[src/rtl/spi_slave_responder.sv]
// SPI mode-0 (MSB first) slave: synchronised SPI inputs, TX holding register, RX word strobe.
// Define SPI_SLAVE_ERR_EN to build the sticky err_overrun / err_frame flags.

module spi_slave_responder #(
    parameter int unsigned WORD_WIDTH = 16,
    parameter int unsigned SYNC_FLOPS = 2
) (
    input  logic                  clk,
    input  logic                  reset_n,
    input  logic                  spi_sclk,
    input  logic                  spi_mosi,
    input  logic                  spi_ss_n,
    output logic                  spi_miso,
    output logic                  spi_miso_oe,
    output logic [WORD_WIDTH-1:0] rx_data,
    output logic                  rx_valid,
    input  logic [WORD_WIDTH-1:0] tx_data,
    input  logic                  tx_load,
    output logic                  tx_ready,
    output logic                  err_overrun,
    output logic                  err_frame,
    input  logic                  err_clear
);

    localparam int unsigned CntW = $clog2(WORD_WIDTH);
    localparam logic [CntW-1:0] LastBit = CntW'(WORD_WIDTH - 1);

    typedef enum logic [0:0] {
        StIdle,
        StShift
    } state_e;

    // ------------------------------------------------------------------
    // Input synchronisers and edge history
    // ------------------------------------------------------------------
    logic [SYNC_FLOPS-1:0] sclk_sync_q, sclk_sync_d;
    logic [SYNC_FLOPS-1:0] mosi_sync_q, mosi_sync_d;
    logic [SYNC_FLOPS-1:0] ss_sync_q, ss_sync_d;
    logic                  sclk_hist_q, sclk_hist_d;
    logic                  mosi_hist_q, mosi_hist_d;
    logic                  ss_hist_q, ss_hist_d;

    logic sclk_s, mosi_s, ss_s;
    logic sclk_rise, sclk_fall, ss_rise, ss_fall;

    always_comb begin
        sclk_sync_d[0] = spi_sclk;
        mosi_sync_d[0] = spi_mosi;
        ss_sync_d[0]   = spi_ss_n;
        for (int i = 1; i < int'(SYNC_FLOPS); i++) begin
            sclk_sync_d[i] = sclk_sync_q[i-1];
            mosi_sync_d[i] = mosi_sync_q[i-1];
            ss_sync_d[i]   = ss_sync_q[i-1];
        end
    end

    assign sclk_s      = sclk_sync_q[SYNC_FLOPS-1];
    assign mosi_s      = mosi_sync_q[SYNC_FLOPS-1];
    assign ss_s        = ss_sync_q[SYNC_FLOPS-1];
    assign sclk_hist_d = sclk_s;
    assign mosi_hist_d = mosi_s;
    assign ss_hist_d   = ss_s;

    assign sclk_rise = sclk_s & ~sclk_hist_q;
    assign sclk_fall = ~sclk_s & sclk_hist_q;
    assign ss_rise   = ss_s & ~ss_hist_q;
    assign ss_fall   = ~ss_s & ss_hist_q;

    // ------------------------------------------------------------------
    // Frame FSM, shift registers and TX holding register
    // ------------------------------------------------------------------
    state_e                state_q, state_d;
    logic [CntW-1:0]       bit_cnt_q, bit_cnt_d;
    logic [WORD_WIDTH-2:0] rx_shift_q, rx_shift_d;
    logic [WORD_WIDTH-1:0] tx_shift_q, tx_shift_d;
    logic [WORD_WIDTH-1:0] tx_hold_q, tx_hold_d;
    logic                  tx_full_q, tx_full_d;
    logic [WORD_WIDTH-1:0] rx_data_q, rx_data_d;
    logic                  rx_valid_q, rx_valid_d;
    logic [WORD_WIDTH-1:0] rx_word;
    logic                  load_tx;
    logic                  frame_err;
    logic                  tx_underrun;

    assign rx_word = {rx_shift_q, mosi_hist_q};

    always_comb begin
        state_d    = state_q;
        bit_cnt_d  = bit_cnt_q;
        rx_shift_d = rx_shift_q;
        tx_shift_d = tx_shift_q;
        tx_hold_d  = tx_hold_q;
        tx_full_d  = tx_full_q;
        rx_data_d  = rx_data_q;
        rx_valid_d = 1'b0;
        load_tx    = 1'b0;
        frame_err  = 1'b0;

        unique case (state_q)
            StIdle: begin
                if (ss_fall) begin
                    state_d    = StShift;
                    load_tx    = 1'b1;
                    bit_cnt_d  = '0;
                    rx_shift_d = '0;
                end
            end
            StShift: begin
                if (ss_rise) begin
                    state_d    = StIdle;
                    frame_err  = (bit_cnt_q != '0);
                    bit_cnt_d  = '0;
                    rx_shift_d = '0;
                end else if (sclk_rise) begin
                    rx_shift_d = rx_word[WORD_WIDTH-2:0];
                    if (bit_cnt_q == LastBit) begin
                        bit_cnt_d  = '0;
                        rx_data_d  = rx_word;
                        rx_valid_d = 1'b1;
                        load_tx    = 1'b1;
                    end else begin
                        bit_cnt_d = bit_cnt_q + 1'b1;
                    end
                end else if (sclk_fall && bit_cnt_q != '0) begin
                    // The fall after a word's last rise keeps the freshly loaded MSB.
                    tx_shift_d = {tx_shift_q[WORD_WIDTH-2:0], 1'b0};
                end
            end
            default: state_d = StIdle;
        endcase

        if (load_tx) begin
            tx_shift_d = tx_full_q ? tx_hold_q : '0;
            tx_full_d  = 1'b0;
        end
        // Acceptance looks at the pre-load state, so a coincident load lands after the transfer.
        if (tx_load && !tx_full_q) begin
            tx_hold_d = tx_data;
            tx_full_d = 1'b1;
        end
    end

    assign tx_underrun = load_tx & ~tx_full_q;

    always_ff @(posedge clk or negedge reset_n) begin
        if (!reset_n) begin
            sclk_sync_q <= '0;
            mosi_sync_q <= '0;
            ss_sync_q   <= '1;
            sclk_hist_q <= 1'b0;
            mosi_hist_q <= 1'b0;
            ss_hist_q   <= 1'b1;
            state_q     <= StIdle;
            bit_cnt_q   <= '0;
            rx_shift_q  <= '0;
            tx_shift_q  <= '0;
            tx_hold_q   <= '0;
            tx_full_q   <= 1'b0;
            rx_data_q   <= '0;
            rx_valid_q  <= 1'b0;
        end else begin
            sclk_sync_q <= sclk_sync_d;
            mosi_sync_q <= mosi_sync_d;
            ss_sync_q   <= ss_sync_d;
            sclk_hist_q <= sclk_hist_d;
            mosi_hist_q <= mosi_hist_d;
            ss_hist_q   <= ss_hist_d;
            state_q     <= state_d;
            bit_cnt_q   <= bit_cnt_d;
            rx_shift_q  <= rx_shift_d;
            tx_shift_q  <= tx_shift_d;
            tx_hold_q   <= tx_hold_d;
            tx_full_q   <= tx_full_d;
            rx_data_q   <= rx_data_d;
            rx_valid_q  <= rx_valid_d;
        end
    end

    assign spi_miso_oe = (state_q == StShift);
    assign spi_miso    = spi_miso_oe & tx_shift_q[WORD_WIDTH-1];
    assign rx_data     = rx_data_q;
    assign rx_valid    = rx_valid_q;
    assign tx_ready    = ~tx_full_q;

    // ------------------------------------------------------------------
    // Sticky error flags
    // ------------------------------------------------------------------
`ifdef SPI_SLAVE_ERR_EN
    logic err_overrun_q, err_overrun_d;
    logic err_frame_q, err_frame_d;

    always_comb begin
        err_overrun_d = err_clear ? 1'b0 : err_overrun_q;
        err_frame_d   = err_clear ? 1'b0 : err_frame_q;
        if (tx_underrun) begin
            err_overrun_d = 1'b1;
        end
        if (frame_err) begin
            err_frame_d = 1'b1;
        end
    end

    always_ff @(posedge clk or negedge reset_n) begin
        if (!reset_n) begin
            err_overrun_q <= 1'b0;
            err_frame_q   <= 1'b0;
        end else begin
            err_overrun_q <= err_overrun_d;
            err_frame_q   <= err_frame_d;
        end
    end

    assign err_overrun = err_overrun_q;
    assign err_frame   = err_frame_q;
`else
    logic [2:0] unused_err;

    assign unused_err  = {err_clear, frame_err, tx_underrun};
    assign err_overrun = 1'b0;
    assign err_frame   = 1'b0;
`endif

endmodule

[config.mk]
export PLATFORM = sky130hd
export DESIGN_NAME = spi_slave_responder
export DESIGN_NICKNAME = d
export VERILOG_FILES = /design/src/rtl/spi_slave_responder.sv
export SDC_FILE = /design/constraint.sdc
export NUM_CORES = 1
export LEC_CHECK = 0
export CORE_MARGIN = 3
export CORE_UTILIZATION = 54
export CTS_BUF_LIST = sky130_fd_sc_hd__clkbuf_16
export DETAILED_ROUTE_END_ITERATION = 6
export GPL_TIMING_DRIVEN = 0
export PLACE_DENSITY_LB_ADDON = 0.15
export REMOVE_ABC_BUFFERS = 1
export SYNTH_ARGS = -nofsm -noshare
export SYNTH_HDL_FRONTEND = slang
export SYNTH_SLANG_ARGS = --single-unit
[constraint.sdc]
create_clock -name clk -period 2.1 [get_ports clk]
set_input_delay 0.42 -clock clk [delete_from_list [all_inputs] [get_ports clk]]
set_output_delay 0.42 -clock clk [all_outputs]
set_load 0.005 [all_outputs]
* Word-level counts from Yosys, hierarchy flattened
Index checks and enable logic that the tools add are counted.
** Storage, ports and cells
- Bits of input ports :: 23
- Bits in registers :: 79
** Operators by class
- Bitwise gates (word level) :: 12
- Add/sub/neg operators :: 1
- Multiplexer cells :: 25
- Reductions and logical operators :: 10
- Eq/ne operators :: 5
** Operators by type and width (number)
- 2-to-1 mux 16 bit :: 6
- 2-to-1 mux 15 bit :: 3
- case mux 15 bit (2 select lines) :: 1
- 2-to-1 mux 4 bit :: 4
- 2-to-1 mux 1 bit :: 8
- case mux 4 bit (2 select lines) :: 1
- AND reduction 4 bit :: 2
- inverter 1 bit :: 7
- nonzero test 2 bit :: 3
- AND 1 bit :: 5
- adder 4 x 1 -> 4 bit, second input constant :: 1
- == test 4 bit, second input constant :: 1
- != test 2 x 1 -> 1 bit, second input constant :: 2
- case mux 1 bit (2 select lines) :: 2
- nonzero test 4 bit :: 1
- != test 3 bit, second input constant :: 1
- logical AND 1 bit :: 2
- != test 2 bit, second input constant :: 1
- AND reduction 2 bit :: 1
- zero test 1 bit :: 1

* Logic depth before layout (Yosys ltp)
Gate-level depths: netlist of the first run.
- Depth after elaboration :: 8
- Gate-level depth with buffers :: 8

* Worst setup path before layout of the first run
OpenSTA, ideal clock, no wires.
- Kind :: register to register
- Start point :: register bit_cnt_q[0]
- End point :: register tx_shift_q[11]
- Clock period less this slack :: 1.720 ns
- Cell stages (with the launch flop) :: 9
- Setup slack :: 0.380 ns
- Data required time :: 1.976 ns
- Arrival :: 1.596 ns
- Library setup time :: 0.124 ns
- Buffers on the path :: 1
- Cells stage by stage :: dfrtp_1 ha_1 and2_1 o211ai_4 inv_4 o21a_4 buf_6 a22oi_1 o21ai_1
** Between the ends
- Word-level cells in the longest chain between the ends :: 7
- Elaborated cells between the ends (all ways) :: 13
- Classes of those cells :: eq/ne: 3; mux: 5; reduce/logical: 5
** RTL lines
- start, declared :: RTL line 73 : logic [CntW-1:0] bit_cnt_q, bit_cnt_d;
- start signal, assigned :: RTL line 169 : bit_cnt_q <= bit_cnt_d;
- == test 4 bit :: RTL line 116 : if (bit_cnt_q == LastBit) begin
- 2-to-1 mux 1 bit :: RTL line 116
- 2-to-1 mux 1 bit :: RTL line 114 : end else if (sclk_rise) begin
- 2-to-1 mux 1 bit :: RTL line 109 : if (ss_rise) begin
- case mux 1 bit (2 select lines) :: RTL line 99 : unique case (state_q)
- != test 2 x 1 -> 1 bit (no source line) or nonzero test 2 bit (tied branches)
- AND reduction 4 bit (no source line)
- end signal, assigned :: RTL line 171 : tx_shift_q <= tx_shift_d;
- end, declared :: RTL line 75 : logic [WORD_WIDTH-1:0] tx_shift_q, tx_shift_d;
Several ways; a longest one is shown, not always the timed one.
A chain may end at the register's enable or synchronous reset.

* Worst setup path after layout of the first run
- Start point :: register state_q, in the netlist spi_miso_oe
- End point :: output port spi_miso
** Between the ends
- Word-level cells in the longest chain between the ends :: 1
** RTL lines
- start, declared :: RTL line 72 : state_e state_q, state_d;
- start signal, assigned :: RTL line 153 : state_q <= StIdle;
- start signal, assigned :: RTL line 168 : state_q <= state_d;
- AND 1 bit :: RTL line 180 : assign spi_miso = spi_miso_oe & tx_shift_q[WORD_WIDTH-1];
- end, declared :: RTL line 13 : output logic spi_miso,
No other way between the ends.

==> run metrics, run 1 <==
Synth Instances around 260; FF+latch area 1980 um2; FF+latch count, synth 79; GPL Wtd Cong 0.843; Max Root-Sink Buffers 2; status finished, final reports clean; FFs w/ async S/R, synth 1.00; DR vias/cell 5.45; PortBufs 41; number of antenna diodes 0; leading cell type in the layout, fill and taps excluded dfrtp_1; CP Capture Type output pin; Worst-Skew Late Latency 0.33 ns; Hold Path Class primary input to async pin; Max-slew headroom 0.409; worst vdd ir 809 uV; final instance area 3990 um2; min Tclk post-route 1.91 ns; H-Tree Level Count 3; Placement Rows 27; post-layout util 0.711; Clock transition at path regs ~0.060 ns; Synth Area per Inst 12.2 um2; type of origin of the critical path register; share of cells above drive strength 1 0.217; post-synth cell types 33; Total GRT Usage 0.191; CTS Sinks 79; CTS tree yes; Tcrit/Tclk final 0.911; commonest non-fill, non-tap cells in the layout 75 x dfrtp_1, 48 x nand2_1, 40 x clkdlybuf4s50_1; Least-Margin Pin Slew 0.883 ns; sequential share of power 0.479; Die Width 82.6 um; Net Sw Power 1.16 mW; RSZ-0062 raised after global routing no; final setup fails 0; warnings from Yosys 0; vias in the first global route 1967; I/O pin total 45; kind of critical path register to output pin; final hold vios 0; First-pass DRT Iterations 4; Leak Pwr 1.74 nW; Worst Path Required 1.68 ns; fillers 403; fmax 523 MHz; total CTS buffers 9; Max Cap Viol 0; area post-placement ~3600 um2; die area between 6000 and 7000 um2; Core Area 5610 um2; Post-synth EDFFs 0; total wire length between 5 and 6 mm; grt ovf 0; # hold bufs at CTS 0; PwrDens 1090 nW/um2; Clk pwr share 0.362; HPWL Detailed 3.67 mm; initial antenna violation count 0; synthesized area around 3200 um2; Die Y just over 80 um; Final Skew around 0.0056 ns; Pint 3.17 mW; ys flop type dfrtp_1; clk root buf clkbuf_16; DR iter-0 viols 100; register area share after synthesis 0.624; CP Max Fanout 10; Final #Nets 329; largest net degree at the start of global routing 51; number of remaining DRC errors 0; Routed Antenna Nets 0; WP data arrival 1.49 ns; setup_tns 0 ns; multi-input logic area between 1000 and 1500 um2; Combinational Power Share 0.158; Tot Pwr between 4 and 5 mW; first-pass GRT wire length 9.54 mm; starting density of the core 0.566; Area Overhead vs Synth 25.8%; routed len/inst 15.6 um; vias 2077; Slew Viols, Final 0; switching part of the total 0.267
[worst paths after layout]
check	to	cells past startpoint	slack (ns)	startpoint
setup / recovery	spi_miso	2	0.19	spi_miso_oe
hold / removal	rx_data[15]	1	0.02	reset_n
setup reg to reg	tx_shift_q[6]	7	0.26	bit_cnt_q[0]
hold reg to reg	mosi_sync_q[1]	0	0.36	mosi_sync_q[0]
max in group asynchronous	tx_shift_q[5]	2	1.52	reset_n
min in group clk	mosi_sync_q[1]	0	0.36	mosi_sync_q[0]
[synthesized netlist by cell type (3+ instances only)]
cell type,count,share of area
a22oi_1,15,0.036
and2_1,3,0.0059
buf_2,7,0.011
clkbuf_1,3,0.0036
dfrtp_1,76,0.60
dfstp_2,3,0.025
inv_1,5,0.0059
mux2_2,32,0.11
nand2_1,48,0.057
nand2b_1,3,0.0059
nor2b_1,3,0.0059
o21ai_0,25,0.039
o21ai_1,13,0.021
[state kept, by name, indices dropped and copies added (netlist names)]
| name | flops |
|---|---|
| rx_data | 16 |
| tx_hold_q | 16 |
| tx_shift_q | 16 |
| rx_shift_q | 15 |
| bit_cnt_q | 4 |
| mosi_sync_q | 2 |
| sclk_sync_q | 2 |
| ss_sync_q | 2 |
| mosi_hist_q | 1 |
| rx_valid | 1 |
| sclk_hist_q | 1 |
| spi_miso_oe | 1 |
| ss_hist_q | 1 |
| tx_full_q | 1 |
[cell families (layout without fill, tap and decap cells)]
family / count (synthesis) / after routing / synth area share
DFF: 79 / 79 / 0.624
and+or+nand+nor: 64 / 64 / 0.0919
AOI/OAI and AO/OA: 61 / 62 / 0.122
buffers and inverters: 21 / 67 / 0.0359
muxes: 32 / 32 / 0.114
adders and majority gates: 3 / 3 / 0.0110
other: 1 / 2 / 0.00118
[power by group through the flow]
stage / clock network, mW / logic (mW) / registers (mW)
floorplan: 0 / 0.474 / 2.02
global placement: 0 / 0.622 / 2.07
CTS: 1.60 / 0.685 / 2.07
global route: 1.68 / 0.775 / 2.11
finish: 1.57 / 0.685 / 2.08
detailed placement: 0 / 0.682 / 2.09
[metal layers]
metal	global-route usage	vias up	part of all wire
met5	0	-	0
met4	0.0654	0	0.012
met3	0.0705	6	0.049
met2	0.287	47	0.50
met1	0.258	1043	0.44
li1	-	981	-
[critical path: stages (launching register included)]
cell	delay (ns)
dfrtp_2	0.51
and2_1	0.16
clkdlybuf4s50_1	0.49
[repair_timing]
item                                    CTS  global route
hold endpoints to repair                  0             0
pin swaps                                 2             2
endpoints found under the setup margin   35            26
gates resized for setup                   2             3
gates cloned                              0             1
setup buffers                             0             2
[stage by stage]
| step | setup WS [ns] | hold slack, ns | instances |
|---|---|---|---|
| after floorplan | -0.691 | 0.124 | 247 |
| after global placement | -2.10 | 0.335 | 360 |
| after detailed placement | -0.248 | 0.336 | 362 |
| after CTS | 0.00661 | 0.0264 | 378 |
| after global routing | 0.0817 | 0.0433 | 381 |
| final | 0.187 | 0.0183 | 381 |
[layout make-up]
| class | count | area share |
|---|---|---|
| clock buffer | 9 | 0.0565 |
| clock inverter | 7 | 0.0201 |
| inverter | 6 | 0.00627 |
| multi-input combinational | 163 | 0.281 |
| sequential | 79 | 0.497 |
| tap | 72 | 0.0226 |
| timing repair buffer | 45 | 0.117 |
Note: power is estimated with default switching activity, not from simulation.
==> inputs of run 2 (changes only) <==
- CELL_PAD_IN_SITES_DETAIL_PLACEMENT: not set -> 0
- CELL_PAD_IN_SITES_GLOBAL_PLACEMENT: not set -> 1
- CORE_UTILIZATION: 54 -> 43
==> run 2 against run 1 <==
Effect of this change: sequential share of layout area about the same; maximum frequency down 3.1%; die area up 24%; utilization down 14 points; clock power down 6%; global-route usage down 4.9 points; non-clock buffer count unchanged; critical path depth up 2.
==> run metrics, run 2 (synthesized netlist as in run 1, its figures left out) <==
routed len/inst 13.4 um; grt ovf 0; Worst Hold Depth 0; Area Overhead vs Synth 25.6%; Die Y 91.9 um; largest net degree at the start of global routing 58; RSZ-0062 raised after global routing yes; PortBufs 41; R2R Path Start ss_hist_q; Routed Antenna Nets 0; commonest non-fill, non-tap cells in the layout 76 x dfrtp_1, 48 x nand2_1, 40 x clkdlybuf4s50_1; vias in the first global route just under 2000; critical path's most frequent cell o21ai_0; Hold Path Class register to register; initial antenna violation count 0; kind of critical path register to register; starting density of the core 0.454; worst setup path start ss_hist_q; fillers about 610; CP Capture Type register; Max-slew headroom 0.414; Total GRT Usage 0.143; Worst-Skew Late Latency about 0.32 ns; share of cells above drive strength 1 0.201; Worst Reg-to-Reg Cells 4; fmax 507 MHz; Final Skew 0.00782 ns; FF+latch area 1980 um2; DR iter-0 viols 75; leading cell type in the layout, fill and taps excluded dfrtp_1; First-pass DRT Iterations 4; Worst Hold Launch mosi_sync_q[1]; Clock transition at path regs roughly 0.06 ns; Slew Viols, Final 0; Placement Rows 30; DR vias/cell 5.01; Least-Margin Pin Slew about 0.9 ns; Die Width 91.9 um; WP buf/inv 0; HPWL Detailed 3.48 mm; CTS Sinks 79; cell-by-cell trace of the critical path nor3b_1 -> a21oi_4 -> o21ai_0 -> o21ai_0; Max Root-Sink Buffers 2; first-pass GRT wire length 9.63 mm; worst vdd ir 536 uV; total wire length 5.43 mm; I/O pin total 45; CTS tree yes; Final #Nets 328; setup_tns 0 ns; clk root buf clkbuf_16; Worst Path Required roughly 2.3 ns; total CTS buffers 9; WP data arrival 2.17 ns; Core Area 6980 um2; CP Max Fanout 35; final hold vios 0; Max Cap Viol 0; Worst Hold Path EP mosi_hist_q; min Tclk post-route 1.97 ns; number of antenna diodes 0; die area 8440 um2; Leak Pwr 1.73 nW; type of origin of the critical path register; FF-to-FF End bit_cnt_q[2]; Tcrit/Tclk final 0.940; number of remaining DRC errors 0; final setup fails 0; GPL Wtd Cong slightly above 0.7; status finished, final reports clean; PwrDens 1050 nW/um2; Slowest-stage cell, CP nor3b_1; R2R setup slack between 0.1 and 0.15 ns; CP delay by family, top simple AND/OR/NAND/NOR gates; multi-input logic area 1100 um2; vias 2024; H-Tree Level Count 3; WHS 0.349 ns; CP max stage delay 0.68 ns
-- run 2: cell types whose count changed in the layout (fill, tap and decap cells not counted), moves of 2 or more --
cell      delta
o21ai_1      +3
clkinv_2     +2
inv_6        -2
o21ai_0      -3
-- run 2: power by group --
group          switching [mW]  internal [mW]
Clock                   0.566          0.910
Sequential              0.198           1.86
Combinational           0.288          0.373
-- run 2: per-stage QoR --
step	cell area [um2]	instances	utilization	setup WS (ns)	power, mW
floorplan	3090	247	-	-0.691	2.50
global placement	3620	384	0.518	-2.23	2.71
detailed placement	3660	386	0.525	-0.300	2.75
CTS	3980	404	0.571	0.101	4.27
global route	3980	404	0.571	-0.00883	4.46
finish	3980	404	0.571	0.126	4.20
-- run 2: repair_timing --
action                                  CTS  global route
endpoints found under the setup margin   35             5
hold buffers                              1             0
pin swaps                                 1             1
resized for setup                         2             3
endpoints found under the hold margin    22             0
buffers inserted                          1             0
-- run 2: final cells by class --
type	instances	area share
tap	96	0.0302
sequential	79	0.497
clock buffer	9	0.0565
multi-input combinational	162	0.276
clock inverter	7	0.0163
timing repair buffer	45	0.117
inverter	6	0.00628
-- run 2: worst max path at each step --
stage,to,cells after the start
2_1_floorplan,tx_shift_q[1],5
5_1_grt,rx_shift_q[11],4
3_5_place_dp,tx_shift_q[4],6
6_report,bit_cnt_q[2],4
3_3_place_gp,tx_hold_q[7],1
4_1_cts,bit_cnt_q[3],4
-- run 2: routing by layer --
metal | track usage | routed length (um) | vias to the layer above
li1 | - | - | 980
met1 | 0.204 | 2760 | 1000
met2 | 0.206 | 2390 | 42
met3 | 0.0525 | 251 | 2
met4 | 0.0371 | 32 | 0
met5 | 0 | 0 | -
-- run 2: worst register-to-register path: stages, from the launching register on --
cell	delay [ns]
dfstp_2	0.57
nor3b_1	0.68
a21oi_4	0.28
o21ai_0	0.22
o21ai_0	0.10
